### src/rtl/serial_frame_xmtr.sv
// Byte-to-serial framing transmitter: each queued byte leaves MSB-first as a
// 16-bit frame {HEADER, byte}, with an optional forced-zero gap after every frame.
module serial_frame_xmtr #(
   parameter logic [7:0] HEADER   = 8'hA5,
   parameter int         IDLE_GAP = 0
) (
   input  logic       clock,
   input  logic       reset,
   input  logic [7:0] data_in,
   input  logic       writing,
   output logic       data_out,
   output logic       busy,
   output logic       full,
   output logic       dropped
);

   localparam int GAP_W = (IDLE_GAP > 0) ? $clog2(IDLE_GAP + 1) : 1;
   localparam logic [GAP_W-1:0] GAP_LAST = GAP_W'((IDLE_GAP > 0) ? IDLE_GAP - 1 : 0);

   typedef enum logic [1:0] {
      ST_IDLE,
      ST_SEND,
      ST_GAP
   } state_t;

   state_t           r_state;
   logic [3:0]       r_bitCount;
   logic [GAP_W-1:0] r_gapCount;
   logic [14:0]      r_shift;
   logic [7:0]       r_hold;
   logic             r_dataOut;
   logic             r_busy;
   logic             r_full;
   logic             r_dropped;

   state_t           w_stateNext;
   logic [3:0]       w_bitCountNext;
   logic [GAP_W-1:0] w_gapCountNext;
   logic [14:0]      w_shiftNext;
   logic             w_dataOutNext;
   logic             w_load;
   logic             w_accept;

   // A new frame may start from idle, straight after the last body bit when
   // there is no gap, or on the closing edge of the gap.
   always_comb begin
      w_load = 1'b0;
      case (r_state)
         ST_IDLE: w_load = r_full;
         ST_SEND: w_load = r_full && (r_bitCount == 4'd15) && (IDLE_GAP == 0);
         ST_GAP:  w_load = r_full && (r_gapCount == GAP_LAST);
         default: w_load = 1'b0;
      endcase
      w_accept = writing && (!r_full || w_load);
   end

   always_comb begin
      w_stateNext    = r_state;
      w_bitCountNext = r_bitCount;
      w_gapCountNext = r_gapCount;
      w_shiftNext    = r_shift;
      w_dataOutNext  = 1'b0;
      if (w_load) begin
         w_shiftNext    = {HEADER[6:0], r_hold};
         w_dataOutNext  = HEADER[7];
         w_bitCountNext = 4'd0;
         w_stateNext    = ST_SEND;
      end else begin
         case (r_state)
            ST_SEND: begin
               if (r_bitCount == 4'd15) begin
                  if (IDLE_GAP > 0) begin
                     w_stateNext    = ST_GAP;
                     w_gapCountNext = '0;
                  end else begin
                     w_stateNext = ST_IDLE;
                  end
               end else begin
                  w_dataOutNext  = r_shift[14];
                  w_shiftNext    = {r_shift[13:0], 1'b0};
                  w_bitCountNext = r_bitCount + 4'd1;
               end
            end
            ST_GAP: begin
               if (r_gapCount == GAP_LAST) begin
                  w_stateNext = ST_IDLE;
               end else begin
                  w_gapCountNext = r_gapCount + GAP_W'(1);
               end
            end
            default: begin
               w_stateNext = r_state;
            end
         endcase
      end
   end

   // Control state and flags; a write refused while the holder is occupied
   // leaves a sticky drop flag that only the next accepted write clears.
   always_ff @(posedge clock) begin
      if (reset) begin
         r_state    <= ST_IDLE;
         r_bitCount <= 4'd0;
         r_gapCount <= '0;
         r_dataOut  <= 1'b0;
         r_busy     <= 1'b0;
         r_full     <= 1'b0;
         r_dropped  <= 1'b0;
      end else begin
         r_state    <= w_stateNext;
         r_bitCount <= w_bitCountNext;
         r_gapCount <= w_gapCountNext;
         r_dataOut  <= w_dataOutNext;
         r_busy     <= (w_stateNext != ST_IDLE);
         if (w_accept) begin
            r_full    <= 1'b1;
            r_dropped <= 1'b0;
         end else begin
            if (w_load) begin
               r_full <= 1'b0;
            end
            if (writing) begin
               r_dropped <= 1'b1;
            end
         end
      end
   end

   // Data path contents are meaningless after reset, so they carry no reset.
   always_ff @(posedge clock) begin
      r_shift <= w_shiftNext;
      if (w_accept) begin
         r_hold <= data_in;
      end
   end

   assign data_out = r_dataOut;
   assign busy     = r_busy;
   assign full     = r_full;
   assign dropped  = r_dropped;

endmodule

### config.mk
export PLATFORM = sky130hd
export DESIGN_NAME = serial_frame_xmtr
export DESIGN_NICKNAME = d
export VERILOG_FILES = /design/src/rtl/serial_frame_xmtr.sv
export SDC_FILE = /design/constraint.sdc
export NUM_CORES = 1
export LEC_CHECK = 0
export ABC_CLOCK_PERIOD_IN_PS = 2300
export BUFFER_PORTS_ARGS = -buffer_cell sky130_fd_sc_hd__buf_4
export CELL_PAD_IN_SITES_DETAIL_PLACEMENT = 1
export CELL_PAD_IN_SITES_GLOBAL_PLACEMENT = 2
export CORE_UTILIZATION = 36
export DETAILED_ROUTE_END_ITERATION = 12
export PLACE_DENSITY = 0.76
export SYNTH_ARGS = -nofsm -noshare
export SYNTH_HDL_FRONTEND = slang
export SYNTH_SLANG_ARGS = --single-unit
### constraint.sdc
create_clock -name clock -period 2.3 [get_ports clock]
set_input_delay 0.23 -clock clock [delete_from_list [all_inputs] [get_ports clock]]
set_output_delay 0.23 -clock clock [all_outputs]
set_load 0.05 [all_outputs]
* Yosys cells after proc, flatten, opt, wreduce, memory -nomap -nowiden
Index checks and enable logic that the tools add are counted.
Word-level totals: bits in registers 34, output and inout bits 4, logic and storage cells 47
Operators by class: $add $sub $neg 2, equal/unequal tests 4, mux-type cells 14, bitwise gates (word level) 3, reduce and logical (&&, ||, !) cells 14
Operators with widths (number):
- $mux 8 | 3
- $mux 1 | 6
- $mux 2 | 3
- $reduce_and 2->1 | 3
- $reduce_bool 2->1 | 3
- $add 4x1->4 const B | 1
- $eq 4x4->1 const B | 1
- $pmux 2 s2 | 1
- $reduce_or 2->1 | 2
- $logic_and 1x1->1 | 3
- $not 1->1 | 3
- $pmux 1 s3 | 1
- $eq 2x1->1 const B | 1
- $eq 2x2->1 const B | 1
- $logic_not 2->1 | 1
- $ne 2x2->1 const B | 1
- $add 1x1->1 const B | 1
- $logic_not 1->1 | 1
- $logic_or 1x1->1 | 1

* Depth between registers and ports, before layout
depth after elaboration 6, mapped depth 6

* Least setup slack after synthesis
No wires, ideal clock.
kind flip-flop to flip-flop, from reg r_state[0], to reg r_shift[3], data pin, arrival time 1775 ps, slack 263 ps, stages on the path, launching flop included 7, path buffers 1, clock period less this slack 2037 ps, path through dfxtp_1 inv_1 ha_1 a21oi_1 a211oi_4 buf_6 mux2_1
On the way: word-level cells in the longest chain between the ends 3, elaborated cells on any way between the ends 5
RTL lines:
- start, declared | line 26 | state_t r_state;
- start signal, assigned | line 110 | r_state <= w_stateNext;
- $eq 2x2->1 (tied with other cells) | line 48 | case (r_state)
- $pmux 1 s3 (*) | line 48
- $mux 8 (*) | line 63 | if (w_load) begin
- net w_shiftNext[3] | line 39 | logic [14:0] w_shiftNext;
- end signal, assigned | line 131 | r_shift <= w_shiftNext;
- end, declared | line 29 | logic [14:0] r_shift;
Mark *: on every way through the listed nets, which the timed path passes. The rest lies on a longest branch. A chain may end at the register's enable or synchronous reset.

* Worst setup path in the final report
from reg r_state[0], to reg r_shift[6], data pin
The elaborated chain is that of the path after synthesis.

==> results by group <==
CTS
  • Maximum level of the CTS H-tree: 2
  • Insertion delay to the later sink of the worst-skew pair: 0.28 ns
  • Cell at the root of the clock tree: sky130_fd_sc_hd__clkbuf_8
  • Reg clk slew, reported paths: about 0.07 ns
  • Number of buffers created by CTS: 5
  • Setup fix buffers added after clock tree synthesis: 0
  • Number of cells upsized or downsized after cts: 0
  • Total clock sinks: 33
  • Maximum buffer depth of the clock tree: 2
  • Clock tree from TritonCTS: done
  • Hold buffer count at CTS: 0

Drt
  • Post-detailed-route via-to-cell ratio: 5.21
  • Iteration-0 DRC Markers: 47
  • DRT antenna net count: 0
  • Final routed DRC violation total: 0
  • Avg WL per Cell: 14.4 µm
  • Routed wire length: between 2000 and 3000 µm
  • Detailed-routing iteration count for the pre-antenna-repair pass: 4
  • Total number of vias: 927

Floorplan
  • Row cnt: 21
  • Die Footprint: 0.00403 mm²
  • Ports placed on the boundary: 15
  • Initial standard-cell utilization of the core: about two fifths
  • Overall die width: 63.5 µm
  • Die Y: 63.5 µm
  • Std-Cell Core Area: 0.00347 mm²

Logic synthesis
  • Most used DFF post-synth: sky130_fd_sc_hd__dfxtp_1
  • Post-Syn Area per Cell: ~12 µm²
  • Number of distinct standard cells referenced by the synthesized netlist: 32
  • Main combinational cell family by area after synthesis: compound AO/OA/AOI/OAI gates
  • Synth warn: 0
  • Fraction of the yosys area taken by sequential cells: 60.3%
  • Cell type with the highest aggregate area in the netlist: sky130_fd_sc_hd__edfxtp_1
  • Synthesized instance count: 112
  • Share of synthesized area spent on multiplexers: 5.79%
  • Number of synthesized register bits: 33
  • Post-Synth XOR/XNOR Area: 0%
  • Async SR Flop Fraction: 0%
  • Adder and majority cell fraction of the synthesized area: approximately 4.6%
  • Area of the mapped netlist: 0.00136 mm²
  • Number of flops mapped to enable cells by yosys: 16
  • Net count after synthesis: 128
  • Ranking of synthesized cells by area: sky130_fd_sc_hd__edfxtp_1 35%, sky130_fd_sc_hd__dfxtp_1 25%, sky130_fd_sc_hd__nand3_1 5.1%, sky130_fd_sc_hd__mux2_2 5.0%, sky130_fd_sc_hd__ha_1 4.6%
  • Post-synth top area share: between 30% and 40%
  • Compound-cell area share of the yosys netlist: between 10% and 20%
  • Simple-Gate Fraction of Synth Area: 11.9%

Timing
  • Final total negative setup slack: 0 ns
  • Worst Clk Skew: ~0.0094 ns
  • Setup repair after global routing missed its margin: true
  • Least-Margin Pin Slew: 0.470 ns
  • Slew Limit Headroom: 68.6%
  • Highest clock rate: 466 MHz
  • Final setup vio count: 0
  • Shortest period the worst path allows: around 2.1 ns
  • Final Max Tran Viols: 0
  • Final worst-path cycle share: about 93%
  • Final hold violations: 0

Hold path
  • Worst min path class: input pin to flip-flop
  • WHS Endpoint: r_hold[6]
  • Cells on Worst Hold Path: 1
  • Worst Min Path Start: data_in[6]

GRT
  • Maximum number of pins on one net before global-route repair: 14
  • Global-route wire length before repair: 4460 µm
  • GRT Residual Overflow: 0
  • Via count of the first global-routing pass: 958
  • Initial antenna violation count: 0
  • Tot GR Track Use: between 10 and 15%

Finish
  • Area growth from synthesis to final layout: 19.5%
  • Ratio of cells with drive above 1 in the final layout: between 20% and 30%
  • Nets: 147
  • Diodes inserted: 0
  • Number of fillers in the final layout: 393
  • Fin cells: 178
  • Utilization after layout: 46.9%

Critical path
  • RR Endpoint: r_shift[6]
  • Signal arrival time at the worst endpoint: 2.17 ns
  • Worst-case reg-to-reg path depth: 5
  • Crit-path max FO: 9
  • Kind of capture point of the worst setup path: flip-flop
  • Crit path kind: flip-flop to flip-flop
  • Setup slack of the most critical reg-to-reg path: 0.16 ns
  • Worst flop-to-flop path startpoint: r_state[0]
  • Required time of the critical path: 2.33 ns
  • Critical Path Start Type: flip-flop

Placement
  • Number of placed instances, taps included: 170
  • Detailed Place HPWL: roughly 1800 µm
  • Routability congestion estimate from global placement: 0.725
  • Count of input and output buffers: 14

Power
  • Power per cell area: 852 mW/mm²
  • Worst supply voltage drop on vdd: around 470 µV
  • Leakage Power: 0.611 nW

Flow run
  • Max_cap viols: 0

Status
  • Outcome: finished, final reports clean
final cells by class:
class	count	area (µm²)	area share, %
inverters	7	26.3	1.62
clock buffers	6	72.6	4.46
multi-input cells	67	488	30.0
clock inverters	2	33.8	2.08
repair buffers	17	128	7.85
well taps	46	57.6	3.54
flip-flops and latches	33	821	50.5
worst max-delay path by stage:
stage,startpoint,cells past startpoint,endpoint
6_report,r_state[0],5,r_shift[6]
5_1_grt,r_state[0],5,r_shift[6]
4_1_cts,r_state[0],5,r_shift[2]
3_5_place_dp,r_state[0],5,r_shift[2]
3_3_place_gp,r_state[0],5,r_shift[6]
2_1_floorplan,r_state[0],6,r_shift[3]
registers in the layout, summed over array words and instances (netlist names):
name,cells
r_state,2
full,1
r_hold,8
busy,1
dropped,1
r_shift,15
r_bitCount,4
data_out,1
where the power goes:
group / switching (mW) / total, mW / internal (mW)
Clock: 0.201 / 0.521 / 0.320
Sequential: 0.0239 / 0.710 / 0.686
Combinational: 0.0864 / 0.156 / 0.0692
synthesized netlist by cell type, types with 2 or more instances:
| master | instances |
|---|---|
| sky130_fd_sc_hd__o21ai_0 | 10 |
| sky130_fd_sc_hd__ha_1 | 5 |
| sky130_fd_sc_hd__a21oi_1 | 9 |
| sky130_fd_sc_hd__a211oi_1 | 2 |
| sky130_fd_sc_hd__edfxtp_1 | 16 |
| sky130_fd_sc_hd__mux2_2 | 6 |
| sky130_fd_sc_hd__nand3_1 | 14 |
| sky130_fd_sc_hd__dfxtp_1 | 17 |
| sky130_fd_sc_hd__clkbuf_1 | 4 |
| sky130_fd_sc_hd__inv_1 | 7 |
cells by family after synthesis:
family | after synthesis
simple gates | 26
mux | 7
flops | 33
fa+ha+maj | 5
compound gates | 29
buf+inv | 12
critical path, cell delays in order (launching register included):
cell and delay, ns:
sky130_fd_sc_hd__dfxtp_1 0.39, sky130_fd_sc_hd__inv_1 0.09, sky130_fd_sc_hd__ha_1 0.35, sky130_fd_sc_hd__nand4_4 0.16, sky130_fd_sc_hd__a211oi_4 0.50, sky130_fd_sc_hd__mux2_2 0.39
per-stage QoR:
stage	area (µm²)	setup slack (ns)	total power [mW]	hold WS, ns
global placement	1520	0.244	0.871	0.408
CTS	1630	0.134	1.41	0.116
detailed placement	1520	0.136	0.879	0.409
finish	1630	0.156	1.39	0.129
floorplan	1360	0.263	0.826	0.320
global route	1630	-0.000452	1.46	0.108
metal layers:
layer  vias up  share of wire [%]  track usage [%]
met5         -                  0                0
met4         0               0.62             3.41
met3         5                3.5             5.98
met2        18                 51             23.7
met1       451                 45             18.0
li1        453                  -                -
placed cells by master (no fill, tap or decap), types with 2 or more instances in the layout:
cell type and count:
sky130_fd_sc_hd__o21ai_0 10, sky130_fd_sc_hd__a21oi_1 9, sky130_fd_sc_hd__ha_1 5, sky130_fd_sc_hd__mux2_2 6, sky130_fd_sc_hd__nand3_1 14, sky130_fd_sc_hd__inv_1 7
sky130_fd_sc_hd__edfxtp_1 16, sky130_fd_sc_hd__clkbuf_8 5, sky130_fd_sc_hd__buf_4 17, sky130_fd_sc_hd__a211oi_1 2, sky130_fd_sc_hd__dfxtp_1 17
(Power assumes the default switching activity.)
